$ cat src/rtl/rf_write_arbiter_if.sv
// rf_write_arbiter_if
//   Bundle of every signal between the register-file write arbiter and its
//   neighbours: pipeline writeback (A), multi-cycle unit result (B, valid/ready),
//   register-file write port, hazard-unit lookups, stall request, occupancy.
//   slave  : arbiter side (drives b_ready, rf_*, stall_req, pend_hit*, fifo_count)
//   master : surrounding pipeline side (drives a_*, b_valid/addr/data, rd_addr*)
interface rf_write_arbiter_if #(
  parameter int DEPTH = 4
);
  localparam int CW = $clog2(DEPTH + 1);

  logic          a_we;
  logic [4:0]    a_addr;
  logic [31:0]   a_data;
  logic          b_valid;
  logic          b_ready;
  logic [4:0]    b_addr;
  logic [31:0]   b_data;
  logic          rf_we;
  logic [4:0]    rf_addr;
  logic [31:0]   rf_data;
  logic          stall_req;
  logic [4:0]    rd_addr1;
  logic [4:0]    rd_addr2;
  logic          pend_hit1;
  logic          pend_hit2;
  logic [CW-1:0] fifo_count;

  modport slave (
    input  a_we, a_addr, a_data,
    input  b_valid, b_addr, b_data,
    output b_ready,
    output rf_we, rf_addr, rf_data,
    output stall_req,
    input  rd_addr1, rd_addr2,
    output pend_hit1, pend_hit2,
    output fifo_count
  );

  modport master (
    output a_we, a_addr, a_data,
    output b_valid, b_addr, b_data,
    input  b_ready,
    input  rf_we, rf_addr, rf_data,
    input  stall_req,
    output rd_addr1, rd_addr2,
    input  pend_hit1, pend_hit2,
    input  fifo_count
  );
endinterface

$ cat src/rtl/rf_write_arbiter.sv
// rf_write_arbiter
//   Shares the register file's single write port between the pipeline
//   writeback (A, fixed priority, never stalled) and a multi-cycle unit (B)
//   whose results wait in a DEPTH-entry FIFO until the port is free.
//   Reports rd_addr hits against pending B entries and raises stall_req once
//   B has been blocked for STARVE_LIMIT consecutive cycles.
// Ports:
//   clk   : clock, rising edge
//   reset : synchronous, active-high
//   bus   : rf_write_arbiter_if.slave (A/B inputs, rf write port, hazard
//           lookups, stall_req, fifo_count)
module rf_write_arbiter #(
  parameter int DEPTH        = 4,
  parameter int STARVE_LIMIT = 8
) (
  input  logic              clk,
  input  logic              reset,
  rf_write_arbiter_if.slave bus
);
  localparam int AW = (DEPTH > 1) ? $clog2(DEPTH) : 1;
  localparam int CW = $clog2(DEPTH + 1);
  localparam int SW = $clog2(STARVE_LIMIT + 1);

  logic [4:0]       addr_q [DEPTH];
  logic [31:0]      data_q [DEPTH];
  logic [AW-1:0]    wr_ptr_q, wr_ptr_d;
  logic [AW-1:0]    rd_ptr_q, rd_ptr_d;
  logic [CW-1:0]    count_q, count_d;
  logic [SW-1:0]    starve_q, starve_d;

  logic             a_aw;
  logic             fifo_empty;
  logic             push;
  logic             pop;
  logic [DEPTH-1:0] ent_valid;
  logic             hit1_c;
  logic             hit2_c;

  assign a_aw       = bus.a_we && (bus.a_addr != 5'd0);
  assign fifo_empty = (count_q == '0);

  // Space is judged from registered occupancy only, so a pop in this cycle
  // never makes room for a push in the same cycle.
  assign bus.b_ready = (count_q < CW'(DEPTH));

  // Writes to r0 complete the handshake but are dropped.
  assign push = bus.b_valid && bus.b_ready && (bus.b_addr != 5'd0);
  assign pop  = !reset && !a_aw && !fifo_empty;

  always_comb begin
    bus.rf_we   = 1'b0;
    bus.rf_addr = 5'd0;
    bus.rf_data = 32'd0;
    if (!reset) begin
      if (a_aw) begin
        bus.rf_we   = 1'b1;
        bus.rf_addr = bus.a_addr;
        bus.rf_data = bus.a_data;
      end else if (!fifo_empty) begin
        bus.rf_we   = 1'b1;
        bus.rf_addr = addr_q[rd_ptr_q];
        bus.rf_data = data_q[rd_ptr_q];
      end
    end
  end

  // An entry is live when its distance from the head (mod DEPTH) is below
  // the occupancy; the head being popped this cycle is still live.
  always_comb begin
    logic [AW-1:0] off;
    off       = '0;
    ent_valid = '0;
    for (int i = 0; i < DEPTH; i++) begin
      off          = AW'(i) - rd_ptr_q;
      ent_valid[i] = (CW'(off) < count_q);
    end
  end

  always_comb begin
    hit1_c = 1'b0;
    hit2_c = 1'b0;
    for (int i = 0; i < DEPTH; i++) begin
      if (ent_valid[i] && (addr_q[i] == bus.rd_addr1)) hit1_c = 1'b1;
      if (ent_valid[i] && (addr_q[i] == bus.rd_addr2)) hit2_c = 1'b1;
    end
  end

  assign bus.pend_hit1 = hit1_c && (bus.rd_addr1 != 5'd0);
  assign bus.pend_hit2 = hit2_c && (bus.rd_addr2 != 5'd0);

  always_comb begin
    wr_ptr_d = wr_ptr_q;
    rd_ptr_d = rd_ptr_q;
    count_d  = count_q;
    starve_d = starve_q;
    if (push) wr_ptr_d = wr_ptr_q + AW'(1);
    if (pop)  rd_ptr_d = rd_ptr_q + AW'(1);
    case ({push, pop})
      2'b10:   count_d = count_q + CW'(1);
      2'b01:   count_d = count_q - CW'(1);
      default: count_d = count_q;
    endcase
    if (pop || fifo_empty) begin
      starve_d = '0;
    end else if (starve_q != SW'(STARVE_LIMIT)) begin
      starve_d = starve_q + SW'(1);
    end
  end

  always_ff @(posedge clk) begin
    if (reset) begin
      wr_ptr_q <= '0;
      rd_ptr_q <= '0;
      count_q  <= '0;
      starve_q <= '0;
    end else begin
      wr_ptr_q <= wr_ptr_d;
      rd_ptr_q <= rd_ptr_d;
      count_q  <= count_d;
      starve_q <= starve_d;
    end
  end

  // Payload storage needs no reset; liveness comes from the pointers/count.
  always_ff @(posedge clk) begin
    if (!reset && push) begin
      addr_q[wr_ptr_q] <= bus.b_addr;
      data_q[wr_ptr_q] <= bus.b_data;
    end
  end

  assign bus.stall_req  = (starve_q == SW'(STARVE_LIMIT));
  assign bus.fifo_count = count_q;

endmodule

$ cat src/flat_wrapper.sv
// flat-port wrapper written by rule: the top's interface ports become plain ports
module rf_write_arbiter_flat 
#(
  parameter int DEPTH        = 4,
  parameter int STARVE_LIMIT = 8
)
  (clk, reset, bus_a_we, bus_a_addr, bus_a_data, bus_b_valid, bus_b_addr, bus_b_data, bus_b_ready, bus_rf_we, bus_rf_addr, bus_rf_data, bus_stall_req, bus_rd_addr1, bus_rd_addr2, bus_pend_hit1, bus_pend_hit2, bus_fifo_count);
  rf_write_arbiter_if #(.DEPTH(DEPTH)) bus_i ();
  input  logic clk;
  input  logic reset;
  input wire logic [$bits(bus_i.a_we)-1:0] bus_a_we;
  input wire logic [$bits(bus_i.a_addr)-1:0] bus_a_addr;
  input wire logic [$bits(bus_i.a_data)-1:0] bus_a_data;
  input wire logic [$bits(bus_i.b_valid)-1:0] bus_b_valid;
  input wire logic [$bits(bus_i.b_addr)-1:0] bus_b_addr;
  input wire logic [$bits(bus_i.b_data)-1:0] bus_b_data;
  output wire logic [$bits(bus_i.b_ready)-1:0] bus_b_ready;
  output wire logic [$bits(bus_i.rf_we)-1:0] bus_rf_we;
  output wire logic [$bits(bus_i.rf_addr)-1:0] bus_rf_addr;
  output wire logic [$bits(bus_i.rf_data)-1:0] bus_rf_data;
  output wire logic [$bits(bus_i.stall_req)-1:0] bus_stall_req;
  input wire logic [$bits(bus_i.rd_addr1)-1:0] bus_rd_addr1;
  input wire logic [$bits(bus_i.rd_addr2)-1:0] bus_rd_addr2;
  output wire logic [$bits(bus_i.pend_hit1)-1:0] bus_pend_hit1;
  output wire logic [$bits(bus_i.pend_hit2)-1:0] bus_pend_hit2;
  output wire logic [$bits(bus_i.fifo_count)-1:0] bus_fifo_count;
  assign bus_i.a_we = bus_a_we;
  assign bus_i.a_addr = bus_a_addr;
  assign bus_i.a_data = bus_a_data;
  assign bus_i.b_valid = bus_b_valid;
  assign bus_i.b_addr = bus_b_addr;
  assign bus_i.b_data = bus_b_data;
  assign bus_b_ready = bus_i.b_ready;
  assign bus_rf_we = bus_i.rf_we;
  assign bus_rf_addr = bus_i.rf_addr;
  assign bus_rf_data = bus_i.rf_data;
  assign bus_stall_req = bus_i.stall_req;
  assign bus_i.rd_addr1 = bus_rd_addr1;
  assign bus_i.rd_addr2 = bus_rd_addr2;
  assign bus_pend_hit1 = bus_i.pend_hit1;
  assign bus_pend_hit2 = bus_i.pend_hit2;
  assign bus_fifo_count = bus_i.fifo_count;
  rf_write_arbiter #(.DEPTH(DEPTH), .STARVE_LIMIT(STARVE_LIMIT)) u_core (.clk(clk), .reset(reset), .bus(bus_i));
endmodule
$ cat config.mk
export PLATFORM = sky130hd
export DESIGN_NAME = rf_write_arbiter_flat
export DESIGN_NICKNAME = d
export VERILOG_FILES = /design/src/rtl/rf_write_arbiter_if.sv /design/src/rtl/rf_write_arbiter.sv /design/src/flat_wrapper.sv
export SDC_FILE = /design/constraint.sdc
export NUM_CORES = 1
export LEC_CHECK = 0
export BUFFER_PORTS_ARGS = -buffer_cell sky130_fd_sc_hd__buf_2
export CAP_MARGIN = 20
export CORE_MARGIN = 5
export CORE_UTILIZATION = 57
export CTS_BUF_LIST = sky130_fd_sc_hd__clkbuf_8
export CTS_CLUSTER_SIZE = 28
export DETAILED_ROUTE_END_ITERATION = 8
export PLACE_DENSITY = 0.82
export SLEW_MARGIN = 20
export SYNTH_ARGS = -nofsm -noshare
export SYNTH_HDL_FRONTEND = slang
export SYNTH_SLANG_ARGS = --single-unit
$ cat constraint.sdc
create_clock -name clk -period 3.1 [get_ports clk]
set_input_delay 0.155 -clock clk [delete_from_list [all_inputs] [get_ports clk]]
set_output_delay 0.155 -clock clk [all_outputs]
set_load 0.02 [all_outputs]
* Yosys cells after proc, flatten, opt, wreduce, memory -nomap -nowiden
Memories as Yosys holds them, arrays and structs flattened. A register that Yosys moved wholly into a read port is not among the register bits. Cells that the tools add are included.
Storage, ports and cells: memories 2, input bits 88, output and inout bits 45, flip-flop bits (word level) 11, memory bits (writable) 148
Memories:
- u_core.data_q | words 4, width 32, rd ports 1, clocked after memory_dff 1, write ports 1, RTL line rf_write_arbiter.sv:25 | logic [31:0] data_q [DEPTH];
- u_core.addr_q | words 4, width 5, rd ports 5, clocked after memory_dff 1, write ports 1, RTL line rf_write_arbiter.sv:24 | logic [4:0] addr_q [DEPTH];
Cells by class: multiplexer cells 24, equality and inequality tests 12, magnitude comparators 5, add/sub/neg operators 9, reduce and logical (&&, ||, !) cells 27
Operator list (number):
- 2-to-1 mux 32 bit | 3
- == test 5 bit | 8
- nonzero test 5 bit | 4
- logical AND 1 bit | 16
- 2-to-1 mux 5 bit | 3
- 2-to-1 mux 1 bit | 13
- < comparator 2 x 3 -> 1 bit | 4
- 2-to-1 mux 2 bit | 4
- one-hot mux 3 bit (2 select lines) | 1
- adder 2 x 1 -> 2 bit, second input constant | 2
- adder 4 x 1 -> 4 bit, second input constant | 1
- == test 4 bit, second input constant | 1
- != test 4 bit, second input constant | 1
- subtractor 1 x 2 -> 2 bit, first input constant | 2
- subtractor 2 bit, first input constant | 2
- adder 3 x 1 -> 3 bit, second input constant | 1
- zero test 1 bit | 3
- zero test 3 bit | 1
- < comparator 3 bit, second input constant | 1
- subtractor 3 x 1 -> 3 bit, second input constant | 1
- == test 2 x 1 -> 1 bit, second input constant | 1
- == test 2 bit, second input constant | 1
- nonzero test 2 bit | 1
- OR reduction 2 bit | 1
- logical OR 1 bit | 1

* Logic depth before layout (Yosys ltp)
depth in word-level cells 8, mapped depth 10, depth with buffers taken out 9

* Least setup slack after synthesis
OpenSTA, ideal clock, no wires.
path kind input-to-reg, from in bus_a_addr[0], to reg u_core.count_q[2] (netlist: u_core.bus.fifo_count[2]), stages 10, setup time 0.071 ns, slack 0.682 ns, arrival 2.347 ns, required time 3.029 ns, cells stage by stage or4_4 > o21ai_4 > and2_4 > buf_4 > ha_1 > inv_1 > fa_1 > xor2_1 > or3_1 > a21oi_1
On the way: cells in the longest elaborated chain, start to end 7, elaborated cells on any way between the ends 9, classes of those cells 2 x eq/ne; 1 x mux; 6 x reduce/logical
RTL lines:
- start: declaration | RTL line flat_wrapper.sv:12 | input wire logic [$bits(bus_i.a_addr)-1:0] bus_a_addr;
- nonzero test 5 bit * | RTL line rf_write_arbiter.sv:39 | assign a_aw = bus.a_we && (bus.a_addr != 5'd0);
- logical AND 1 bit * | RTL line rf_write_arbiter.sv:39
- zero test 1 bit * | RTL line rf_write_arbiter.sv:48 | assign pop = !reset && !a_aw && !fifo_empty;
- logical AND 1 bit * (2 in a row) | RTL line rf_write_arbiter.sv:48
- == test 2 x 1 -> 1 bit / == test 2 bit (equally long branches) | RTL line rf_write_arbiter.sv:98 | case ({push, pop})
- one-hot mux 3 bit (2 select lines) / nonzero test 2 bit (equally long branches)
- end signal: assignment | RTL line rf_write_arbiter.sv:119 | count_q <= count_d;
- end: declaration | RTL line rf_write_arbiter.sv:28 | logic [CW-1:0] count_q, count_d;
Mark *: on every way between the ends. The rest lies on a longest branch, timed or not. A chain may end at the register's enable or synchronous reset.

* Final worst setup path
from in bus_b_addr[0], to reg u_core.count_q[2] (netlist: u_core.bus.fifo_count[2])
On the way: cells in the longest elaborated chain, start to end 4, elaborated cells on any way between the ends 6, classes of those cells 2 x eq/ne; 1 x mux; 3 x reduce/logical
RTL lines:
- start: declaration | RTL line flat_wrapper.sv:15 | input wire logic [$bits(bus_i.b_addr)-1:0] bus_b_addr;
- nonzero test 5 bit * | RTL line rf_write_arbiter.sv:47 | assign push = bus.b_valid && bus.b_ready && (bus.b_addr != 5'd0);
- logical AND 1 bit * | RTL line rf_write_arbiter.sv:47
- == test 2 x 1 -> 1 bit / == test 2 bit (equally long branches) | RTL line rf_write_arbiter.sv:98
- one-hot mux 3 bit (2 select lines) / nonzero test 2 bit (equally long branches)
Marked as above.

==> impl_metrics.csv <==
group,metric,value,unit
timing,worst_slew_pin_slew,949,ps
cells_and_area,syn_to_final_growth,22.9,%
power_and_ir_drop,p_leak,3.13,nW
detailed_routing,drcViolationCount,0,
global_route,grt_max_degree,38,
cells_and_area,final_cell_mix,"edfxtp_1 (148), buf_2 (132), mux4_2 (37), a22o_1 (37), dlygate4sd3_1 (37)",
die,fp.coreArea,12100,sq um
cells_and_area,multi_input_area,2180,sq um
outcome,status,"complete, no violations",
worst_setup_path,cp-startpoint,"bus_b_addr[0]",
synthesis,seq_area_frac_synth,66.5,%
timing,period_share,85.1,%
worst_setup_path,cp-start-kind,"input port",
worst_setup_path,worstReg2RegEnd,"u_core.bus.fifo_count[2]$_SDFFE_PP0P_",
synthesis,synth_fp_nets,505,
cells_and_area,layout_commonest_cell,"edfxtp_1",
global_route,grt_usage,21.8,%
timing,rsz0062_at_grt,"no",
timing,slew_headroom,36.6,%
timing,drv_slew,0,
detailed_routing,wire_per_inst,20.7,microns
detailed_routing,drt_iter0_markers,283,
die,top_level_ports,133,
synthesis,synth_compound_area_share,6.05,%
synthesis,syn_area_per_cell,17.5,sq um
hold_path,hold_depth,2,
cells_and_area,fillCellCount,776,
placed_design,gp_congestion,0.810,
cells_and_area,drive_above_1_share,37.2,%
worst_setup_path,cp_max_fo,5,
power_and_ir_drop,comb_power_share,23.5,%
synthesis,synthMuxAreaShare,12.1,%
worst_setup_path,arrival,3000,ps
cells_and_area,nets,675,
clock_network,cts_tree,"done",
die,dieArea,14700,sq um
cells_and_area,fin_area,8690,sq um
clock_network,htree_levels,4,
placed_design,dp_hpwl,10.5,mm
power_and_ir_drop,power_frac_clock,28.0,%
worst_setup_path,endpoint,"u_core.bus.fifo_count[2]$_SDFFE_PP0P_",
die,die_h,121,microns
power_and_ir_drop,p_per_area,610,nW/um^2
timing,hold_violations,0,
clock_network,clk-insertion-delay-late,430,ps
synthesis,yosysWarnings,0,
worst_setup_path,cp.required,3460,ps
die,die_w,121,microns
global_route,antenna_found_initial,1,
worst_setup_path,ff2ff_path_depth,9,
placed_design,io_buffers,132,
synthesis,synth_top_family_by_area,"multiplexers",
worst_setup_path,rr_startpoint,"u_core.bus.fifo_count[0]$_SDFFE_PP0P_",
clock_network,clkSinkCount,161,
hold_path,hold_class,"input port to register",
worst_setup_path,crit_type,"input port to register",
timing,finalSetupViolCount,0,
worst_setup_path,slowest_stage,"dlygate4sd3_1",
clock_network,cts_made_buffers,17,
cells_and_area,regArea,4710,sq um
clock_network,path_clk_slew,80,ps
global_route,overflow,0,
timing,fin_skew,11.0,ps
die,initial_core_util,58.4,%
power_and_ir_drop,power_frac_seq,48.5,%
synthesis,synth_cell_types,36,
placed_design,place_area,7930,sq um
synthesis,synth_xor_area_share,6.07,%
synthesis,syn_area,7080,sq um
power_and_ir_drop,p_sw,1.50,mW
global_route,grt_pass1_vias,4454,
timing,finalSetupTns,0,ps
worst_setup_path,cpPeakStageDelay,540,ps
worst_setup_path,reg2reg_slack,910,ps
clock_network,cts_root_buf,"clkbuf_8",
timing,max_freq,379,MHz
synthesis,synthSimpleGateAreaFrac,4.28,%
worst_setup_path,crit_chain,"dlygate4sd3_1 > buf_2 > or4_1 > o211ai_2 > ha_1 > inv_1 > fa_1 > xor2_1 > or3_1 > a21oi_1",
power_and_ir_drop,p_int,3.80,mW
power_and_ir_drop,p_sw_share,28.3,%
synthesis,synth_fa_ha_area_share,2.23,%
detailed_routing,vias_per_cell,5.62,
synthesis,ys_seq_elements,161,
clock_network,cts_buffer_depth,2,
clock_network,post-cts-setup-buffers,0,
synthesis,syn_inst,405,
timing,whs,59.1,ps
run,cap_violations,0,
global_route,grt_pass1_wl,24.0,mm
die,placementRows,40,
detailed_routing,first_pass_iters,5,
timing,min_period,2640,ps
detailed_routing,drtAntennaViolNets,0,
detailed_routing,via_count,4252,
worst_setup_path,end_kind,"register",
detailed_routing,routed_wl,15.7,mm
power_and_ir_drop,peakVddDrop,441,uV
[power groups by stage]
stage	sequential (mW)	combinational, mW	clock (mW)
floorplan	2.59	0.880	0
global placement	2.62	1.19	0
detailed placement	2.63	1.21	0
CTS	2.57	1.26	1.51
global route	2.59	1.35	1.61
finish	2.57	1.24	1.49
[cell usage after synthesis]
cell | number | area share, %
a21boi_0 | 1 | 0.11
a21oi_1 | 6 | 0.42
a22o_1 | 37 | 4.6
and2_1 | 4 | 0.35
and2_4 | 1 | 0.12
and3b_1 | 1 | 0.12
buf_1 | 2 | 0.11
buf_12 | 3 | 0.85
buf_2 | 7 | 0.50
buf_4 | 1 | 0.11
clkbuf_1 | 14 | 0.74
dfxtp_1 | 13 | 3.7
edfxtp_1 | 148 | 63
fa_1 | 1 | 0.28
ha_1 | 11 | 1.9
inv_1 | 10 | 0.53
mux2i_1 | 2 | 0.28
mux4_2 | 37 | 12
nand2_1 | 1 | 0.053
nand2b_1 | 3 | 0.27
nand3_1 | 11 | 0.78
nor2_1 | 15 | 0.80
nor2_2 | 1 | 0.088
nor2b_1 | 2 | 0.18
nor3_1 | 4 | 0.28
nor4_1 | 10 | 0.88
o211ai_2 | 1 | 0.18
o21a_1 | 2 | 0.21
o21ai_0 | 1 | 0.071
o21ai_4 | 1 | 0.23
o2bb2ai_1 | 2 | 0.25
or3_1 | 1 | 0.088
or4_1 | 1 | 0.11
or4_4 | 1 | 0.16
xnor2_1 | 29 | 3.6
xor2_1 | 20 | 2.5
[kinds of logic after synthesis]
kind of cell,after synthesis
flip-flops,161
AND/OR/NAND/NOR,56
AO/OA/AOI/OAI,51
XOR/XNOR,49
multiplexers,39
buffers and inverters,37
adder cells (fa/ha/maj),12
[through the flow]
stage                     total power [mW]  setup slack, ps  instances  util, %
after floorplan                       3.47              682        405        -
final                                 5.30              462        757     71.8
after CTS                             5.34              486        756     71.8
after global routing                  5.55              329        757     71.8
after global placement                3.80              661        687     65.4
after detailed placement              3.84              582        687     65.4
[worst min path at each step]
| stage | start | to | slack, ps |
|---|---|---|---|
| after floorplan | bus_b_addr[0] | u_core.addr_q[0][0]$_DFFE_PP_ | 250 |
| after global placement | bus_b_data[2] | u_core.data_q[1][2]$_DFFE_PP_ | 360 |
| after detailed placement | bus_b_data[15] | u_core.data_q[0][15]$_DFFE_PP_ | 370 |
| after CTS | reset | u_core.bus.fifo_count[0]$_SDFFE_PP0P_ | 30 |
| after global routing | reset | register | 70 |
| final | reset | u_core.bus.fifo_count[0]$_SDFFE_PP0P_ | 60 |
[cell type report]
type	instances	share of cell area [%]
Timing Repair Buffer	178	13.4
Sequential cell	161	54.1
Inverter	10	0.432
Clock buffer	17	2.69
Antenna cell	1	0.0288
Tap cell	168	2.42
Multi-Input combinational cell	207	25.1
Clock inverter	15	1.84
[repair_timing]
action | 4_1_cts | 5_1_grt
resized for setup | 0 | 0
hold buffers | 37 | 0
endpoints found under the hold margin | 148 | 0
[routing by layer]
| layer | share of wire, % | GRT usage, % | vias to the layer above |
|---|---|---|---|
| met5 | 0 | 0 | - |
| met4 | 1.7 | 7.49 | 0 |
| met3 | 4.2 | 3.92 | 21 |
| met2 | 56 | 39.4 | 126 |
| met1 | 39 | 26.3 | 2160 |
| li1 | - | - | 1945 |
[registers in the layout, summed over array words and instances, names as in the netlist, named ones only]
name,count
u_core.wr_ptr_q,2
u_core.rd_ptr_q,2
u_core.starve_q,4
u_core.data_q,128
u_core.addr_q,20
u_core.bus.fifo_count,3
[critical path: cells and delay by family]
kind / cells / cell delay, ps
and+or+nand+nor: 2 / 860
AOI/OAI and AO/OA: 2 / 440
adders and majority gates: 2 / 610
xor gates and xnor gates: 1 / 160
buffers and inverters: 3 / 760
Power figures use the tool's default switching activity.
